[config.mk]
export PLATFORM = sky130hd
export DESIGN_NAME = alu_sequencer
export DESIGN_NICKNAME = d
export VERILOG_FILES = /design/src/rtl/alu_seq_pkg.sv /design/src/rtl/rr_arbiter2.sv /design/src/rtl/alu_sequencer.sv
export SDC_FILE = /design/constraint.sdc
export NUM_CORES = 1
export LEC_CHECK = 0
export BUFFER_PORTS_ARGS = -buffer_cell sky130_fd_sc_hd__buf_2
export CORE_ASPECT_RATIO = 2
export CORE_UTILIZATION = 25
export CTS_BUF_LIST = sky130_fd_sc_hd__clkbuf_4 sky130_fd_sc_hd__clkbuf_8
export CTS_CLUSTER_SIZE = 20
export DETAILED_ROUTE_END_ITERATION = 8
export SLEW_MARGIN = 20
export SYNTH_ARGS = -nofsm -noshare
export SYNTH_HDL_FRONTEND = slang
export SYNTH_SLANG_ARGS = --single-unit
[constraint.sdc]
create_clock -name CLK -period 4.3 [get_ports CLK]
set_input_delay 0.645 -clock CLK [delete_from_list [all_inputs] [get_ports CLK]]
set_output_delay 0.645 -clock CLK [all_outputs]
set_load 0.1 [all_outputs]
[src/rtl/alu_seq_pkg.sv]
// Shared definitions for the ALU sequencer: opcode codes, FSM state type and
// the shift-class decode used by the sequencer.
package alu_seq_pkg;

   localparam logic [2:0] OP_ADD    = 3'b000;
   localparam logic [2:0] OP_SUB    = 3'b001;
   localparam logic [2:0] OP_SHIFT0 = 3'b010;
   localparam logic [2:0] OP_SHIFT1 = 3'b011;
   localparam logic [2:0] OP_SHIFT2 = 3'b100;
   localparam logic [2:0] OP_LOGIC0 = 3'b101;
   localparam logic [2:0] OP_LOGIC1 = 3'b110;
   localparam logic [2:0] OP_SHIFT3 = 3'b111;

   typedef enum logic [1:0] {
      IDLE = 2'd0,
      EXEC = 2'd1,
      DONE = 2'd2
   } state_e;

   function automatic logic is_shift(input logic [2:0] op);
      return op inside {OP_SHIFT0, OP_SHIFT1, OP_SHIFT2, OP_SHIFT3};
   endfunction

endpackage

[src/rtl/rr_arbiter2.sv]
// Two-way round-robin arbiter.
//   clk_i     : clock
//   rst_i     : synchronous active-high reset
//   req_i     : request vector, bit i = requester i
//   advance_i : grant consumed this cycle, rotate priority
//   gnt_o     : one-hot grant (zero when no request)
module rr_arbiter2 (
   input  logic       clk_i,
   input  logic       rst_i,
   input  logic [1:0] req_i,
   input  logic       advance_i,
   output logic [1:0] gnt_o
);

   // Index of the requester granted last; reset to 1 so requester 0 wins first.
   logic last_q;
   logic last_d;

   always_comb begin
      gnt_o = 2'b00;
      case (req_i)
         2'b01:   gnt_o = 2'b01;
         2'b10:   gnt_o = 2'b10;
         2'b11:   gnt_o = last_q ? 2'b01 : 2'b10;
         default: gnt_o = 2'b00;
      endcase
      last_d = (advance_i && (gnt_o != 2'b00)) ? gnt_o[1] : last_q;
   end

   always_ff @(posedge clk_i) begin
      if (rst_i) begin
         last_q <= 1'b1;
      end else begin
         last_q <= last_d;
      end
   end

endmodule

[src/rtl/alu_sequencer.sv]
// Sequencer/arbiter in front of a shared single-pass ALU. Two requesters
// issue commands over valid/ready; one is granted at a time (round-robin),
// its operands are driven to the ALU, multi-bit shifts are iterated through
// the 1-bit shifter, and one response is returned with the requester ID.
//   CLK, RST        : clock, synchronous active-high reset
//   REQ_VALID/READY : per-requester command handshake
//   REQ_OP/A/B/SHAMT: packed per-requester command fields {r1, r0}
//   ALU_OP/A/B      : ALU drive (zero outside EXEC)
//   ALU_R           : combinational ALU result
//   RSP_VALID/READY : response handshake, RSP_DATA/RSP_ID held in DONE
//   BUSY            : any state but IDLE
//
// state | meaning
// IDLE  | waiting for a command, arbiter grant visible on REQ_READY
// EXEC  | ALU driven from captured operands, one cycle per shift step
// DONE  | response presented until RSP_READY
module alu_sequencer
   import alu_seq_pkg::*;
#(
   parameter int W   = 32,
   parameter int SHW = 5
) (
   input  logic             CLK,
   input  logic             RST,
   input  logic [1:0]       REQ_VALID,
   output logic [1:0]       REQ_READY,
   input  logic [5:0]       REQ_OP,
   input  logic [2*W-1:0]   REQ_A,
   input  logic [2*W-1:0]   REQ_B,
   input  logic [2*SHW-1:0] REQ_SHAMT,
   output logic [2:0]       ALU_OP,
   output logic [W-1:0]     ALU_A,
   output logic [W-1:0]     ALU_B,
   input  logic [W-1:0]     ALU_R,
   output logic             RSP_VALID,
   input  logic             RSP_READY,
   output logic [W-1:0]     RSP_DATA,
   output logic             RSP_ID,
   output logic             BUSY
);

   localparam logic [SHW-1:0] CNT_ONE = SHW'(1);

   state_e         state_q;
   logic [2:0]     op_q;
   logic [W-1:0]   a_q;
   logic [W-1:0]   b_q;
   logic [W-1:0]   res_q;
   logic [SHW-1:0] cnt_q;
   logic           id_q;

   logic [1:0]     gnt;
   logic           gnt_idx;
   logic           hs;
   logic           in_exec;

   logic [2:0]     op_sel;
   logic [W-1:0]   a_sel;
   logic [W-1:0]   b_sel;
   logic [SHW-1:0] sh_sel;

   rr_arbiter2 u_arb (
      .clk_i     (CLK),
      .rst_i     (RST),
      .req_i     (REQ_VALID),
      .advance_i (hs),
      .gnt_o     (gnt)
   );

   // Grant is only exposed in IDLE and never during a reset cycle, so no
   // command can be accepted that the reset would then silently drop.
   assign REQ_READY = ((state_q == IDLE) && !RST) ? gnt : 2'b00;
   assign hs        = |(REQ_READY & REQ_VALID);
   assign gnt_idx   = gnt[1];

   assign op_sel = gnt_idx ? REQ_OP[5:3]             : REQ_OP[2:0];
   assign a_sel  = gnt_idx ? REQ_A[2*W-1:W]          : REQ_A[W-1:0];
   assign b_sel  = gnt_idx ? REQ_B[2*W-1:W]          : REQ_B[W-1:0];
   assign sh_sel = gnt_idx ? REQ_SHAMT[2*SHW-1:SHW]  : REQ_SHAMT[SHW-1:0];

   always_ff @(posedge CLK) begin
      if (RST) begin
         state_q <= IDLE;
         op_q    <= OP_ADD;
         a_q     <= '0;
         b_q     <= '0;
         res_q   <= '0;
         cnt_q   <= '0;
         id_q    <= 1'b0;
      end else begin
         case (state_q)
            IDLE: begin
               if (hs) begin
                  op_q    <= op_sel;
                  a_q     <= a_sel;
                  b_q     <= b_sel;
                  cnt_q   <= sh_sel;
                  id_q    <= gnt_idx;
                  state_q <= EXEC;
               end
            end
            EXEC: begin
               if (is_shift(op_q) && (cnt_q > CNT_ONE)) begin
                  // Feed the 1-bit shift back; the last step (cnt 1) takes the
                  // normal exit below so N equals the shift amount.
                  a_q   <= ALU_R;
                  cnt_q <= cnt_q - CNT_ONE;
               end else begin
                  // A zero-amount shift returns the operand untouched.
                  res_q   <= (is_shift(op_q) && (cnt_q == '0)) ? a_q : ALU_R;
                  state_q <= DONE;
               end
            end
            DONE: begin
               if (RSP_READY) begin
                  state_q <= IDLE;
               end
            end
            default: state_q <= IDLE;
         endcase
      end
   end

   assign in_exec   = (state_q == EXEC);
   assign ALU_OP    = in_exec ? op_q : OP_ADD;
   assign ALU_A     = in_exec ? a_q  : '0;
   assign ALU_B     = in_exec ? b_q  : '0;
   assign RSP_VALID = (state_q == DONE);
   assign RSP_DATA  = res_q;
   assign RSP_ID    = id_q;
   assign BUSY      = (state_q != IDLE);

endmodule

# ---- Word level (Yosys, flattened, before mapping)
# Index checks and enable logic that the tools add are counted.
dict set report op_classes {
  addsub 1
  n_lt_le_gt_ge 1
  eq_ne 13
  muxes 21
  bitwise_logic 2
  reduce_logical 16
}
# cell count
set op_table {}
lappend op_table {{32-bit 2-to-1 mux} 7}
lappend op_table {{32-bit one-hot mux with 2 select lines} 1}
lappend op_table {{5-bit 2-to-1 mux} 3}
lappend op_table {{2-bit one-hot mux with 3 select lines} 2}
lappend op_table {{2-bit 2-to-1 mux} 5}
lappend op_table {{5-bit one-hot mux with 2 select lines} 1}
lappend op_table {{2-bit == test (second input constant)} 3}
lappend op_table {{3-bit by 2-bit == test with 1-bit output (second input constant)} 2}
lappend op_table {{3-bit == test (second input constant)} 2}
lappend op_table {{3-bit 2-to-1 mux} 2}
lappend op_table {{2-bit by 1-bit != test with 1-bit output (second input constant)} 3}
lappend op_table {{3-bit AND reduction} 2}
lappend op_table {{2-bit nonzero test} 3}
lappend op_table {{5-bit by 1-bit greater-than comparator with 1-bit output (second input constant)} 1}
lappend op_table {{5-bit logical NOT} 1}
lappend op_table {{5-bit by 1-bit subtractor with 5-bit output (second input constant)} 1}
lappend op_table {{2-bit by 1-bit == test with 1-bit output (second input constant)} 2}
lappend op_table {{1-bit logical AND} 4}
lappend op_table {{2-bit AND reduction} 2}
lappend op_table {{4-bit nonzero test} 1}
lappend op_table {{2-bit bitwise AND} 1}
lappend op_table {{2-bit logical NOT} 1}
lappend op_table {{2-bit != test (second input constant)} 1}
lappend op_table {{2-bit OR reduction} 1}
lappend op_table {{other kinds (2)} 2}
dict set report word_totals {
  regBits 108
  input_bits 181
  output_inout_bits 104
  wordCells 62
}

# ---- Depth between registers and ports, before layout
dict set report logic_depth {
  word_depth 7
  depth_mapped 8
  depth_no_buf 6
}

# ---- Cells and area by module
# From an unflattened synthesis, not the netlist that was laid out.
dict set report unflattened {
  hier_cells 709
  hier_area_um2 6183.4
}
# module n_inst cells_per_inst area_per_inst_um2 seq_area_each_um2
set modules_own_cells {}
lappend modules_own_cells {alu_sequencer 1 702 6122.1 2142.1}
lappend modules_own_cells {rr_arbiter2 1 7 61.3 20.0}

# ---- Worst setup path before layout
# Ideal clock, no wire load.
dict set report synth_path {
  path_kind {in2out}
  startpoint {in RST}
  endpoint {out REQ_READY[0]}
  t_arrival_ns 3.285
  required_ns 3.655
  slack_ns 0.370
  stages 4
  path_buffers 3
  path_cell_list {clkbuf_1 -> clkbuf_1 -> clkbuf_1 -> nor3_1}
}
dict set report synth_via {
  elab_chain_cells 3
}
# element line
set synth_lines {}
lappend synth_lines {{start: declaration} alu_sequencer.sv:24} ;# input logic RST,
lappend synth_lines {{1-bit logical NOT} alu_sequencer.sv:72} ;# assign REQ_READY = ((state_q == IDLE) && !RST) ? gnt : 2'b00;
lappend synth_lines {{1-bit logical AND} alu_sequencer.sv:72}
lappend synth_lines {{2-bit 2-to-1 mux} alu_sequencer.sv:72}
lappend synth_lines {{end: declaration} alu_sequencer.sv:26} ;# output logic [1:0] REQ_READY,
# Every way passes these cells.

# ---- Worst setup path after layout
dict set report layout_path {
  startpoint {reg state_q[0]}
  endpoint {out ALU_B[3]}
}
dict set report layout_via {
  elab_chain_cells 2
}
# element line
set layout_lines {}
lappend layout_lines {{start: declaration} alu_sequencer.sv:44} ;# state_e state_q;
lappend layout_lines {{start signal: assignment} alu_sequencer.sv:83} ;# state_q <= IDLE;
lappend layout_lines {{start signal: assignment} alu_sequencer.sv:99} ;# state_q <= EXEC;
lappend layout_lines {{start signal: assignment} alu_sequencer.sv:111} ;# state_q <= DONE;
lappend layout_lines {{2-bit by 1-bit == test with 1-bit output} alu_sequencer.sv:124} ;# assign in_exec = (state_q == EXEC);
lappend layout_lines {{32-bit 2-to-1 mux} alu_sequencer.sv:127} ;# assign ALU_B = in_exec ? b_q : '0;
lappend layout_lines {{end: declaration} alu_sequencer.sv:33} ;# output logic [W-1:0] ALU_B,
# Every way passes these cells.

==> out/results.tsv <==
stage	metric	value	unit
run_status	status	finished, final reports clean	
timing	post-route-period-util	72.60	%
die	core_area	22160	sq um
final_layout	final_cells	1264	
synthesis	postSynthNetCount	925	
routing	via_count	6045	
routing	detail_route.iter0.violations	211	
min_path	holdCritStartpoint	RSP_ID	
timing	setup_viol	0	
min_path	hp-class	reg2reg	
timing	min_period	3122	ps
clock_network	clock-sinks	108	
timing	worst_slew_margin_rel	25.24	%
clock_network	post_cts_resized	0	
routing	detail_route.drc_violations	0	
grt	grt_overflow_total	0	
synthesis	async_reset_ff_share	0	%
clock_network	tritoncts_clock_tree	built	
power	p_leak	3.616	nW
routing	wl_per_cell	16.50	um
clock_network	cts.htree.levels	3	
die	die_area	23340	sq um
final_layout	num-nets-final	1163	
place	detailed_place_hpwl	14.96	mm
final_layout	layout.cells.most_common_list	sky130_fd_sc_hd__buf_2, sky130_fd_sc_hd__nand2_1, sky130_fd_sc_hd__dfxtp_1, sky130_fd_sc_hd__a21oi_1, sky130_fd_sc_hd__nor2_1	
setup_path	max_stage_delay	640	ps
setup_path	critPathLaunchType	register	
setup_path	worstPathCellList	nor2b_4, buf_4, and2_1, buf_2	
clock_network	cts.clk_slew.worst_paths	110	ps
setup_path	regToRegSetupSlack	1450	ps
timing	setup-tns-final	0	ps
synthesis	yosysUniqueCellTypes	37	
synthesis	synth-main-ff-cell	sky130_fd_sc_hd__dfxtp_1	
place	placed_cells	1245	
final_layout	flow.area_growth_from_synthesis	32.70	%
die	fp.dieH	215.1	um
synthesis	edff_count_synth	0	
timing	rsz0062_at_grt	false	
power	design_power_total	3.186	mW
timing	fin_worst_skew	10.88	ps
setup_path	critical_path.slowest_cell	sky130_fd_sc_hd__nor2b_4	
final_layout	drive_gt1_share	32.59	%
timing	achievable_frequency	320.3	MHz
timing	worst_slew_pin_slew	1121	ps
synthesis	postSynthRegisterBits	108	
final_layout	layout_commonest_cell	sky130_fd_sc_hd__buf_2	
power	ir_drop	0.2188	mV
setup_path	cp_data_arrival_time	2480	ps
power	power_density	423.1	nW/um^2
timing	final_max_slew_viol_count	0	
synthesis	post_syn_area	5674	sq um
clock_network	tritoncts_buffer_count	9	
setup_path	cp-end-kind	primary output	
setup_path	crit_fanout	28	
setup_path	r2r_end	RSP_DATA[16]	
clock_network	clk_root_buffer_cell	sky130_fd_sc_hd__clkbuf_8	
final_layout	layout.core_utilization	33.98	%
setup_path	worstRegToRegCells	5	
die	floorplan.initialDensity	25.61	%
grt	antenna_found_initial	3	
die	floorplan.die.width	108.5	um
setup_path	critPathKind	reg2out	
routing	drt-total-wl	20.85	mm
place	port_buffers	284	
timing	hold_viol_final	0	
timing	fin_hold_ws	446.9	ps
grt	grt_util_all_layers	17.82	%
synthesis	yosysWarningCount	0	
synthesis	synthCells	742	
grt	grt_start_max_net_pins	73	
setup_path	worstPathRequired	3650	ps
run	max_cap_violations	0	
synthesis	postSynthAreaPerCell	7.647	sq um
die	top_level_ports	285	
grt	wire_length_of_the_first_global_routing_pass	31.75	mm
grt	grt_pass1_vias	6024	
clock_network	clock_tree.buffer_depth	2	
routing	viasPerCell	4.782	
die	num_rows	77	
min_path	hold-path-endpoint	RSP_ID	
synthesis	register_area_share_after_synthesis	38.10	%
min_path	whs_path_depth	2	
routing	antenna_violating_nets_post_route	0	
clock_network	worst_skew_pair.late_latency	380	ps
clock_network	post-cts-setup-buffer-count	0	
clock_network	hold_buffers	0	
setup_path	crit-reg2reg-launch	state_q[1]	
place	place_congestion	0.8342	
routing	count_of_tritonroute_iterations_in_the_first_routing_pass	4	
[worst max path at each step]
stage,from,to,slack (ps),cells past startpoint
finish,state_q[0],ALU_B[3],1180,4
global route,state_q[0],ALU_A[19],950,4
CTS,state_q[0],ALU_A[16],1110,4
detailed placement,state_q[1],RSP_DATA[17],1450,5
global placement,state_q[1],RSP_DATA[27],1500,5
floorplan,RST,REQ_READY[0],370,4
[registers in the layout (all words and copies together), names as in the netlist]
signal        count
RSP_DATA         32
a_q              32
b_q              32
cnt_q             5
op_q              3
state_q           2
RSP_ID            1
u_arb.last_q      1
[cell families after synthesis]
group / share of synthesized area (%)
xor+xnor: 0.2867
fa+ha+maj: 0.4409
flops: 38.10
simple gates: 25.93
buf+inv: 5.447
mux: 6.351
compound gates: 23.44
[worst max-delay path: cells and delay by family (launching register included)]
| family | cells | cell delay, ps |
|---|---|---|
| buffers and inverters | 2 | 800 |
| AND/OR/NAND/NOR | 2 | 800 |
| flip-flops | 1 | 480 |
[layer usage]
| layer | vias up | global-route usage [%] | share of wire, % | routed length, um |
|---|---|---|---|---|
| met4 | 0 | 9.820 | 4.4 | 922 |
| met1 | 2777 | 19.24 | 39 | 8029 |
| met3 | 44 | 2.487 | 3.6 | 758 |
| met2 | 181 | 32.32 | 53 | 11140 |
| li1 | 3043 | - | - | - |
| met5 | - | 0 | 0 | 0 |
[cells in the mapped netlist, drive strengths merged, types with 2 or more instances]
| master | n | area (sq um) |
|---|---|---|
| nor2b | 3 | 18.77 |
| buf | 18 | 98.84 |
| inv | 7 | 26.28 |
| nand3b | 33 | 247.7 |
| a21oi | 102 | 510.5 |
| nor2 | 71 | 266.5 |
| nor3 | 6 | 41.29 |
| o211ai | 33 | 252.7 |
| a211oi | 34 | 255.2 |
| a31oi | 5 | 31.28 |
| o21ai | 37 | 185.2 |
| dfxtp | 108 | 2162 |
| and2 | 67 | 419.2 |
| nand4 | 3 | 18.77 |
| nand2 | 111 | 416.7 |
| mux2i | 36 | 360.4 |
| nand2b | 4 | 25.02 |
| clkbuf | 49 | 183.9 |
| ha | 2 | 25.02 |
[metrics by stage]
step	instance area, sq um	worst slack (ps)
after global placement	7311	1503
after CTS	7522	1112
after detailed placement	7311	1453
final	7530	1178
after floorplan	5674	370.0
after global routing	7530	954.2
[power by group]
group	switching, mW	internal [mW]
registers	0.0840	1.13
clock network	0.360	0.315
logic	0.952	0.344
[area by class of cell]
class                   instances  area [sq um]
clock inverters                 3         45.04
inverters                       7         26.28
flip-flops and latches        108          2162
repair buffers                294          1526
diodes                          3         7.507
well taps                     276         345.3
multi-input cells             560          3251
clock buffers                  13         166.4
fillers                      2475         14630
(Power assumes the default switching activity.)
